File: src/rtl/io_mmio.sv
// io_mmio -- memory-mapped I/O block for a small core.
//
// Decodes addr[7:0] for I/O loads/stores (qualified upstream by io_trans /
// io_recv) and provides:
//   0x00 status     (R)  {30'b0, rx_nonempty, tx_empty}
//   0x04 RX data    (R)  pops the 4-entry receive FIFO; 0 when empty
//   0x08 TX data    (W)  loads the transmit holding register when free
//   0x10 cycle cnt  (R)  free-running 32-bit cycle counter
//   0x14 inst cnt   (R)  32-bit retired-instruction counter
//   0x18 cnt reset  (W)  clears both counters
//
// Ports:
//   clock, reset_n        clock, async active-low reset
//   addr, wdata           load/store address and lane-aligned store data
//   io_trans[3:0]         store byte strobes (any set = I/O write)
//   io_recv               I/O load request
//   inst_retired          one instruction retired this cycle
//   rdata                 registered load data (held until next io_recv)
//   tx_data/valid/ready   UART transmit handshake
//   rx_data/valid/ready   UART receive handshake
module io_mmio (
  input  logic        clock,
  input  logic        reset_n,
  input  logic [31:0] addr,
  input  logic [31:0] wdata,
  input  logic [3:0]  io_trans,
  input  logic        io_recv,
  input  logic        inst_retired,
  output logic [31:0] rdata,
  output logic [7:0]  tx_data,
  output logic        tx_valid,
  input  logic        tx_ready,
  input  logic [7:0]  rx_data,
  input  logic        rx_valid,
  output logic        rx_ready
);

  localparam logic [7:0] OFF_STATUS = 8'h00;
  localparam logic [7:0] OFF_RX     = 8'h04;
  localparam logic [7:0] OFF_TX     = 8'h08;
  localparam logic [7:0] OFF_CYC    = 8'h10;
  localparam logic [7:0] OFF_INST   = 8'h14;
  localparam logic [7:0] OFF_CLR    = 8'h18;

  logic [7:0]  off;
  logic [7:0]  rx_mem [4];
  logic [1:0]  rd_ptr, wr_ptr;
  logic [2:0]  rx_cnt;
  logic [31:0] cyc_cnt, inst_cnt;
  logic [31:0] rd_mux;
  logic        tx_empty, rx_nonempty;
  logic        push, pop, tx_load, cnt_clr;
  logic        unused_bits;

  assign off         = addr[7:0];
  assign unused_bits = ^{addr[31:8], wdata[31:8]};

  // The holding register is free exactly when nothing is being offered.
  assign tx_empty    = ~tx_valid;
  assign rx_nonempty = (rx_cnt != 3'd0);

  // Ready depends on count alone, so a full FIFO refuses a byte even in a
  // cycle where it is also being popped.
  assign rx_ready = (rx_cnt != 3'd4);
  assign push     = rx_valid & rx_ready;
  assign pop      = io_recv & (off == OFF_RX) & rx_nonempty;

  // tx_empty is the pre-handshake value: a write landing in the same cycle
  // as the handshake sees a busy register and is dropped.
  assign tx_load  = io_trans[0] & (off == OFF_TX) & tx_empty;
  assign cnt_clr  = (|io_trans) & (off == OFF_CLR);

  always_comb begin
    rd_mux = '0;
    case (off)
      OFF_STATUS: rd_mux = {30'b0, rx_nonempty, tx_empty};
      OFF_RX:     if (rx_nonempty) rd_mux = {24'b0, rx_mem[rd_ptr]};
      OFF_CYC:    rd_mux = cyc_cnt;
      OFF_INST:   rd_mux = inst_cnt;
      default:    rd_mux = '0;
    endcase
  end

  always_ff @(posedge clock or negedge reset_n) begin
    if (!reset_n) begin
      rdata    <= '0;
      tx_data  <= '0;
      tx_valid <= 1'b0;
      rd_ptr   <= '0;
      wr_ptr   <= '0;
      rx_cnt   <= '0;
      cyc_cnt  <= '0;
      inst_cnt <= '0;
      for (int i = 0; i < 4; i++) rx_mem[i] <= '0;
    end else begin
      if (io_recv) rdata <= rd_mux;

      if (tx_load) begin
        tx_valid <= 1'b1;
        tx_data  <= wdata[7:0];
      end else if (tx_valid && tx_ready) begin
        tx_valid <= 1'b0;
      end

      if (push) begin
        rx_mem[wr_ptr] <= rx_data;
        wr_ptr         <= wr_ptr + 2'd1;
      end
      if (pop) rd_ptr <= rd_ptr + 2'd1;
      rx_cnt <= rx_cnt + {2'b0, push} - {2'b0, pop};

      // Clear wins over the increment of the same cycle.
      if (cnt_clr) begin
        cyc_cnt  <= '0;
        inst_cnt <= '0;
      end else begin
        cyc_cnt  <= cyc_cnt + 32'd1;
        inst_cnt <= inst_cnt + {31'b0, inst_retired};
      end
    end
  end

endmodule

File: config.mk
export PLATFORM = sky130hd
export DESIGN_NAME = io_mmio
export DESIGN_NICKNAME = d
export VERILOG_FILES = /design/src/rtl/io_mmio.sv
export SDC_FILE = /design/constraint.sdc
export NUM_CORES = 1
export LEC_CHECK = 0
export CORE_MARGIN = 3
export CORE_UTILIZATION = 40
export CTS_BUF_LIST = sky130_fd_sc_hd__clkbuf_16
export DETAILED_ROUTE_END_ITERATION = 10
export DONT_BUFFER_PORTS = 1
export PLACE_DENSITY_LB_ADDON = 0.25
export SKIP_LAST_GASP = 1
export SLEW_MARGIN = 10
export SYNTH_ARGS = -nofsm -noshare
export SYNTH_HDL_FRONTEND = slang
export SYNTH_SLANG_ARGS = --single-unit
File: constraint.sdc
create_clock -name clock -period 5.9 [get_ports clock]
set_input_delay 1.18 -clock clock [delete_from_list [all_inputs] [get_ports clock]]
set_output_delay 1.18 -clock clock [all_outputs]
set_load 0.1 [all_outputs]
# After elaboration in Yosys (flattened, before gate mapping)
# Cells that the tools add are included.
# word_totals
input_bits,82
ff_bits,144
wordCells,54
# classes
bitwise,9
magnitude_cmp,3
reduce_logical,6
n_addsub,6
eq_ne,6
n_mux,12
# op_table
cell,count
$pmux 32 s4,1
$mux 32,2
$add 32x1->32,1
$add 32x1->32 const B,1
$bwmux 32,1
$mux 8,4
$eq 8x5->1 const B,3
$bmux 8 s2,1
$demux 8 s2,1
$eq 8x3->1 const B,1
$eq 8x4->1 const B,1
$logic_not 8->1,1
$and 1x1->1,6
$ge 3x3->1 const B,2
$not 2->3,2
$add 2x1->2 const B,2
$reduce_or 4->1,1
$add 3x1->3,1
$lt 3x1->1 const B,1
$ne 3x3->1 const B,1
$reduce_bool 3->1,1
$sub 3x1->3,1
$logic_and 1x1->1,2
$mux 1,2
2 further kinds,2

# Depth between registers and ports, before layout
# Gate-level depths: netlist of run 1.
# depth
depth_word,6
depth_mapped,11

# Worst setup path after synthesis of run 1
# OpenSTA, ideal clock, no wires.
# synth_path
path_type,in2reg
start,input port addr[3]
end,register rx_cnt[2]
setup_slack_ns,2.537
path_stages,11
n_path_buf,1
setup_ns,0.125
arrival_time_ns,3.237
path_cell_list,nor3_1 -> and4b_1 -> clkbuf_1 -> and2_1 -> ha_1 -> inv_1 -> ha_1 -> inv_1 -> fa_1 -> xnor2_1 -> xnor2_1
# synth_via
elab_chain_cells,4
# synth_rtl
element,line_no,rtl
start: declaration,24,"input logic [31:0] addr,"
$eq 8x3->1,66,assign pop = io_recv & (off == OFF_RX) & rx_nonempty;
$and 1x1->1 (2 in a row),66,
via pop,52,"logic push, pop, tx_load, cnt_clr;"
$sub 3x1->3,110,"rx_cnt <= rx_cnt + {2'b0, push} - {2'b0, pop};"
end signal: assignment,110,
end: declaration,48,logic [2:0] rx_cnt;
# The timed path passes the listed nets, and every way through them passes these cells.
# A chain may end at the register's enable or synchronous reset.

# Worst setup path in the final report of run 1
# Ends and elaborated chain as after synthesis.

==> results of run 1 <==
logic make-up after synthesis:
| logic type | count (synthesis) | share of synthesized area, % |
|---|---|---|
| buffers and inverters | 86 | 4.95 |
| flip-flops | 144 | 52.1 |
| AND/OR/NAND/NOR | 176 | 14.4 |
| XOR/XNOR | 27 | 3.42 |
| adder cells (fa/ha/maj) | 10 | 1.92 |
| AO/OA/AOI/OAI | 143 | 13.1 |
| multiplexers | 55 | 10.1 |
sequential cells by signal, summed over array words and instances, names as in the netlist:
signal / count
rx_mem: 32
cyc_cnt: 32
tx_data: 8
wr_ptr: 2
inst_cnt: 32
rd_ptr: 2
tx_valid: 1
rx_cnt: 3
rdata: 32
how the worst min path moves through the flow:
stage                    start      endpoint  slack (ns)  depth (start not counted)
detailed placement   rx_mem[1]     rx_mem[1]        0.49                          1
CTS                    reset_n   cyc_cnt[15]        0.43                          0
global route           reset_n  inst_cnt[14]        0.42                          0
finish                 reset_n     rdata[17]        0.45                          0
global placement    rx_mem[11]    rx_mem[11]        0.48                          1
floorplan           rx_mem[10]    rx_mem[10]        0.47                          1
metal layers:
layer	GRT usage, %	vias to the layer above	part of all wire [%]
met3	5.70	19	5.4
met4	6.15	0	1.5
met5	0	-	0
met2	28.0	95	50
met1	21.4	2501	43
li1	-	2313	-
placed cells by master, fill, tap and decap left out, types with 9 or more instances in the layout:
cell and n:
a21oi_1 37, o31ai_1 21, xnor2_1 12, or3_1 13, nand3_1 24, nand4_1 16, mux2_2 40, and3_1 9
dfrtp_1 144, a22oi_1 24, o22ai_1 31, xor2_1 15, o21ai_0 18, clkbuf_16 17, nand2_1 27, nor2_1 28
inv_1 48, or4_1 24, ha_1 9
cell type report:
class,count,area (um2),area share [%]
clock buffer,17,425,5.62
clock inverter,15,96.3,1.27
inverter,48,180,2.38
multi-input combinational,411,2980,39.3
sequential,144,3600,47.6
tap,220,275,3.64
timing repair buffer,1,7.51,0.0993
metrics by stage:
stage / hold slack (ns) / cells / area [um2]
finish: 0.455 / 856 / 7560
global route: 0.425 / 856 / 7560
CTS: 0.427 / 856 / 7560
detailed placement: 0.491 / 824 / 7040
global placement: 0.482 / 824 / 7040
floorplan: 0.474 / 641 / 6920
where the power goes:
| group | switching, mW | internal, mW | total, mW |
|---|---|---|---|
| Combinational | 0.202 | 0.275 | 0.477 |
| Sequential | 0.205 | 1.20 | 1.40 |
| Clock | 0.420 | 0.531 | 0.951 |
==> run summary, run 1 <==
Crit path arrival time = 3.55 ns
Post_cts resized = 0
Setup bufs post-CTS = 0
Post-synth EDFFs = 0
Via count = 4928
Initial Util = 41.3%
DP Worst Slack = 2.25 ns
Crit. Startpoint = addr[3]
Area grow syn2layout = 9.29%
Slew margin rel. = 23.0%
Layout cell share with drive strength beyond 1 = 14.0%
Synth async-reset ratio = 100%
WS Path Type = in -> reg
Crit share post-route = 54.5%
PD cells = 374 nW/um2
CTS tree = yes
Final WL = 15.5 mm
Dpl hpwl = 10.2 mm
Crit end category = flop
Row count = 47
Initial antenna violation count = 0
Die area = 18900 um2
Top-count cell post-synth = dfrtp_1
Htree depth = 4
CP delay by family, top = simple AND/OR/NAND/NOR gates
CP Capture Point = rx_cnt[2]
Total CTS buffers = 17
WP buf/inv = 2
Root Buffer = clkbuf_16
Max-Cap Viols = 0
Max VDD drop = 0.254 mV
RSZ-0062 raised after global routing = no
Minimum clock period = 3.21 ns
Synth area leader = dfrtp_1
Worst hold path type = in -> async
Ports = 124
YS warnings = 0
Post-synth top cells = dfrtp_1 (144), inv_1 (48), mux2_2 (40)
DRT iter0 DRCs = 282
Number of port buffers = 0
Final core occ = 45.1%
Worst-path maximum fanout = 10
Mapped Nets = 733
Worst R2R End = inst_cnt[30]
Die Span Y = 138 um
Routability cong. = 0.733
Fmax = 0.311 GHz
Leak pwr = 3.04 nW
Grt total ovfl = 0
Core Box Area = 16800 um2
Least-Margin Pin Slew = 1.15 ns
Levels on crit path = 10
Mean post-synth cell area = 10.8 um2
Critical Path Max Stage Delay = 0.52 ns
Yosys reg bits = 144
Hold_buf cts = 0
Final Hold Fails = 0
CP max stage cell = and4b_1
Gr usage total = 17.2%
Setup TNS = 0 ns
Top-area cell type share of the netlist area = 52.1%
Post-synthesis sequential area ratio = 52.1%
Worst-path cell chain = nor3_1 -> and4b_1 -> and2_1 -> ha_1 -> inv_1 -> ha_1 -> inv_1 -> fa_1 -> xnor2_1 -> xnor2_1
DRT antenna net count = 0
Worst setup margin = 2.69 ns
Vias in the first global route = 4964
Count of pins over their slew limit = 0
Remaining DRCs = 0
Worst reg2reg startpoint = inst_cnt[0]
Fin Clk Skew = 0.0105 ns
Vias per cell = 5.76
Maximum clock insertion buffer count = 2
DR WL/cell = 18.1 um
Worst path required time = 6.24 ns
Ant diodes = 0
Power Total = 2.83 mW
R2r setup slk = 3.11 ns
Worst setup SP type = primary input
Status = finished clean
Die X = 138 um
Final nets = 715
Initial DRT Pass Iterations = 5
Clock sinks = 144
Main area contributors after synthesis = dfrtp_1 (52%), mux2_2 (6.5%), o22ai_1 (2.8%), a21oi_1 (2.7%), a22oi_1 (2.6%)
Syn Inst Count = 641
Ys flop type = dfrtp_1
Largest net degree at the start of global routing = 145
Filler instances = 1582
Later-pin clock latency in the skew report = 0.43 ns
Unique cell type count in the Yosys netlist = 44
Worst-path clk slew = 0.05 ns
Post-synth design cell area = 6920 um2
First-pass GRT wire length = 25.2 mm
Final Setup Violations = 0
Worst R2R Path Depth = 6
Note: power is estimated with default switching activity, not from simulation.
==> run 2: changes to the inputs <==
- clock period: 5.9 -> 2.9 ns (I/O delays scaled with it)
==> run summary, run 2 (synthesis results as in run 1) <==
Fmax = 0.403 GHz
Worst-path maximum fanout = 16 (+6)
First-pass GRT wire length = 25.7 mm (+1.7%)
Leak pwr = 3.15 nW (+3.6%)
Total CTS buffers = 17 (unchanged)
Later-pin clock latency in the skew report = 0.42 ns (about the same)
Count of pins over their slew limit = 0 (unchanged)
CTS tree = yes
Gr usage total = 17.3% (+0.043 points)
Crit share post-route = 85.5%
Failing checks = hold timing
Root Buffer = clkbuf_16
Most common cell after layout, fill and taps aside = dfrtp_1
Minimum clock period = 2.48 ns
Post_cts resized = 0 (unchanged)
Setup TNS = 0 ns (unchanged)
Fin Clk Skew = 0.00654 ns (-0.00396 ns)
Worst hold path type = in -> async
Routability cong. = 0.727 (-0.81%)
Via count = 5000 (+1.5%)
Die Span Y = 138 um (unchanged)
Final nets = 729 (+2.0%)
Power Total = 6.09 mW (+120%)
Least-Margin Pin Slew = 0.941 ns (-0.214 ns)
Grt total ovfl = 0 (unchanged)
Setup bufs post-CTS = 0 (unchanged)
Final Setup Violations = 0 (unchanged)
Final WL = 15.9 mm (+2.5%)
Die X = 138 um (unchanged)
Die area = 18900 um2 (unchanged)
Max-Cap Viols = 0 (unchanged)
Status = finished with violations
DRT iter0 DRCs = 385 (+37%)
Row count = 47 (unchanged)
DR WL/cell = 18.3 um (+0.81%)
Worst hold slack = -0.146 ns (-0.601 ns)
Initial DRT Pass Iterations = 5 (unchanged)
Initial Util = 41.3% (unchanged)
Dpl hpwl = 10.5 mm (+3.1%)
Worst-path clk slew = 0.06 ns (about the same)
Maximum clock insertion buffer count = 2 (unchanged)
Number of port buffers = 0 (unchanged)
Layout cell share with drive strength beyond 1 = 15.2% (+1.2 points)
Htree depth = 4 (unchanged)
Crit path arrival time = 2.83 ns (-0.72 ns)
Slew margin rel. = 37.3% (+14 points)
Largest net degree at the start of global routing = 145 (unchanged)
Area grow syn2layout = 12.1%
Ant diodes = 0 (unchanged)
DRT antenna net count = 0 (unchanged)
WS Path Type = reg -> reg
Clock sinks = 144 (unchanged)
PD cells = 785 nW/um2 (+110%)
Vias in the first global route = 5048 (+1.7%)
Commonest cells after routing, fill and taps aside = dfrtp_1 (144), inv_1 (49), mux2_2 (40)
Crit end category = flop
Core Box Area = 16800 um2 (unchanged)
Remaining DRCs = 0 (unchanged)
Max VDD drop = 0.557 mV (+120%)
Final Hold Fails = 144 (+144)
Worst setup SP type = flop
RSZ-0062 raised after global routing = no
Worst path required time = 3.25 ns (-2.99 ns)
Ports = 124 (unchanged)
Initial antenna violation count = 0 (unchanged)
Vias per cell = 5.75 (-0.17%)
run 2: cell count changes in the layout (fill, tap and decap cells not counted), moves of 3 or more:
cell	previous run	this run
clkinv_2	6	3
clkinv_4	4	0
clkinv_1	2	5
buf_4	1	14
bufinv_16	0	4
run 2: power breakdown:
part / switching (mW) / leakage (nW) / internal, mW / total (mW)
clock network: 0.835 / 0.296 / 1.42 / 2.25
registers: 0.420 / 1.85 / 2.43 / 2.85
logic: 0.423 / 1.00 / 0.565 / 0.988
total: 1.68 / 3.15 / 4.41 / 6.09
run 2: critical path: stages (launching register included):
cell and delay (ns):
dfrtp_1 0.46, ha_1 0.31, nand2_1 0.12, or4_1 0.77, or4_1 0.59, a21oi_1 0.15
run 2: final timing paths:
path	start	endpoint	slack, ns	depth (start not counted)
max in group asynchronous	reset_n	rx_cnt[2]	2.84	0
min in group clock	tx_ready	tx_valid	0.26	1
worst max-delay path	cyc_cnt[0]	cyc_cnt[18]	0.42	5
worst max register to register	cyc_cnt[0]	cyc_cnt[18]	0.42	5
worst min register to register	rx_mem[5]	rx_mem[5]	0.50	1
worst min-delay path	reset_n	rdata[17]	-0.15	0
run 2: metrics by stage:
step / std cells / hold WS (ns) / cell area [um2] / utilization, % / worst slack, ns
final: 870 / -0.146 / 7760 / 46.3 / 0.420
after global placement: 838 / 0.290 / 7160 / 42.7 / 0.347
after floorplan: 641 / 0.284 / 6920 / - / 0.137
after CTS: 870 / -0.164 / 7760 / 46.3 / 0.405
after detailed placement: 838 / 0.288 / 7160 / 42.7 / 0.318
after global routing: 870 / -0.169 / 7760 / 46.3 / 0.235
run 2: area by class of cell:
cell class | count | area, um2
Clock buffer | 17 | 425
Clock inverter | 15 | 174
Fill cell | 1537 | 9000
Inverter | 48 | 180
Multi-Input combinational cell | 411 | 2980
Sequential cell | 144 | 3600
Tap cell | 220 | 275
Timing Repair Buffer | 15 | 125
run 2: routing by layer:
| metal | wire (um) | part of all wire [%] | vias to the layer above | global-route usage, % |
|---|---|---|---|---|
| li1 | - | - | 2341 | - |
| met1 | 6840 | 43 | 2531 | 21.6 |
| met2 | 7990 | 50 | 108 | 28.3 |
| met3 | 828 | 5.2 | 20 | 5.70 |
| met4 | 246 | 1.5 | 0 | 5.49 |
| met5 | 0 | 0 | - | 0 |
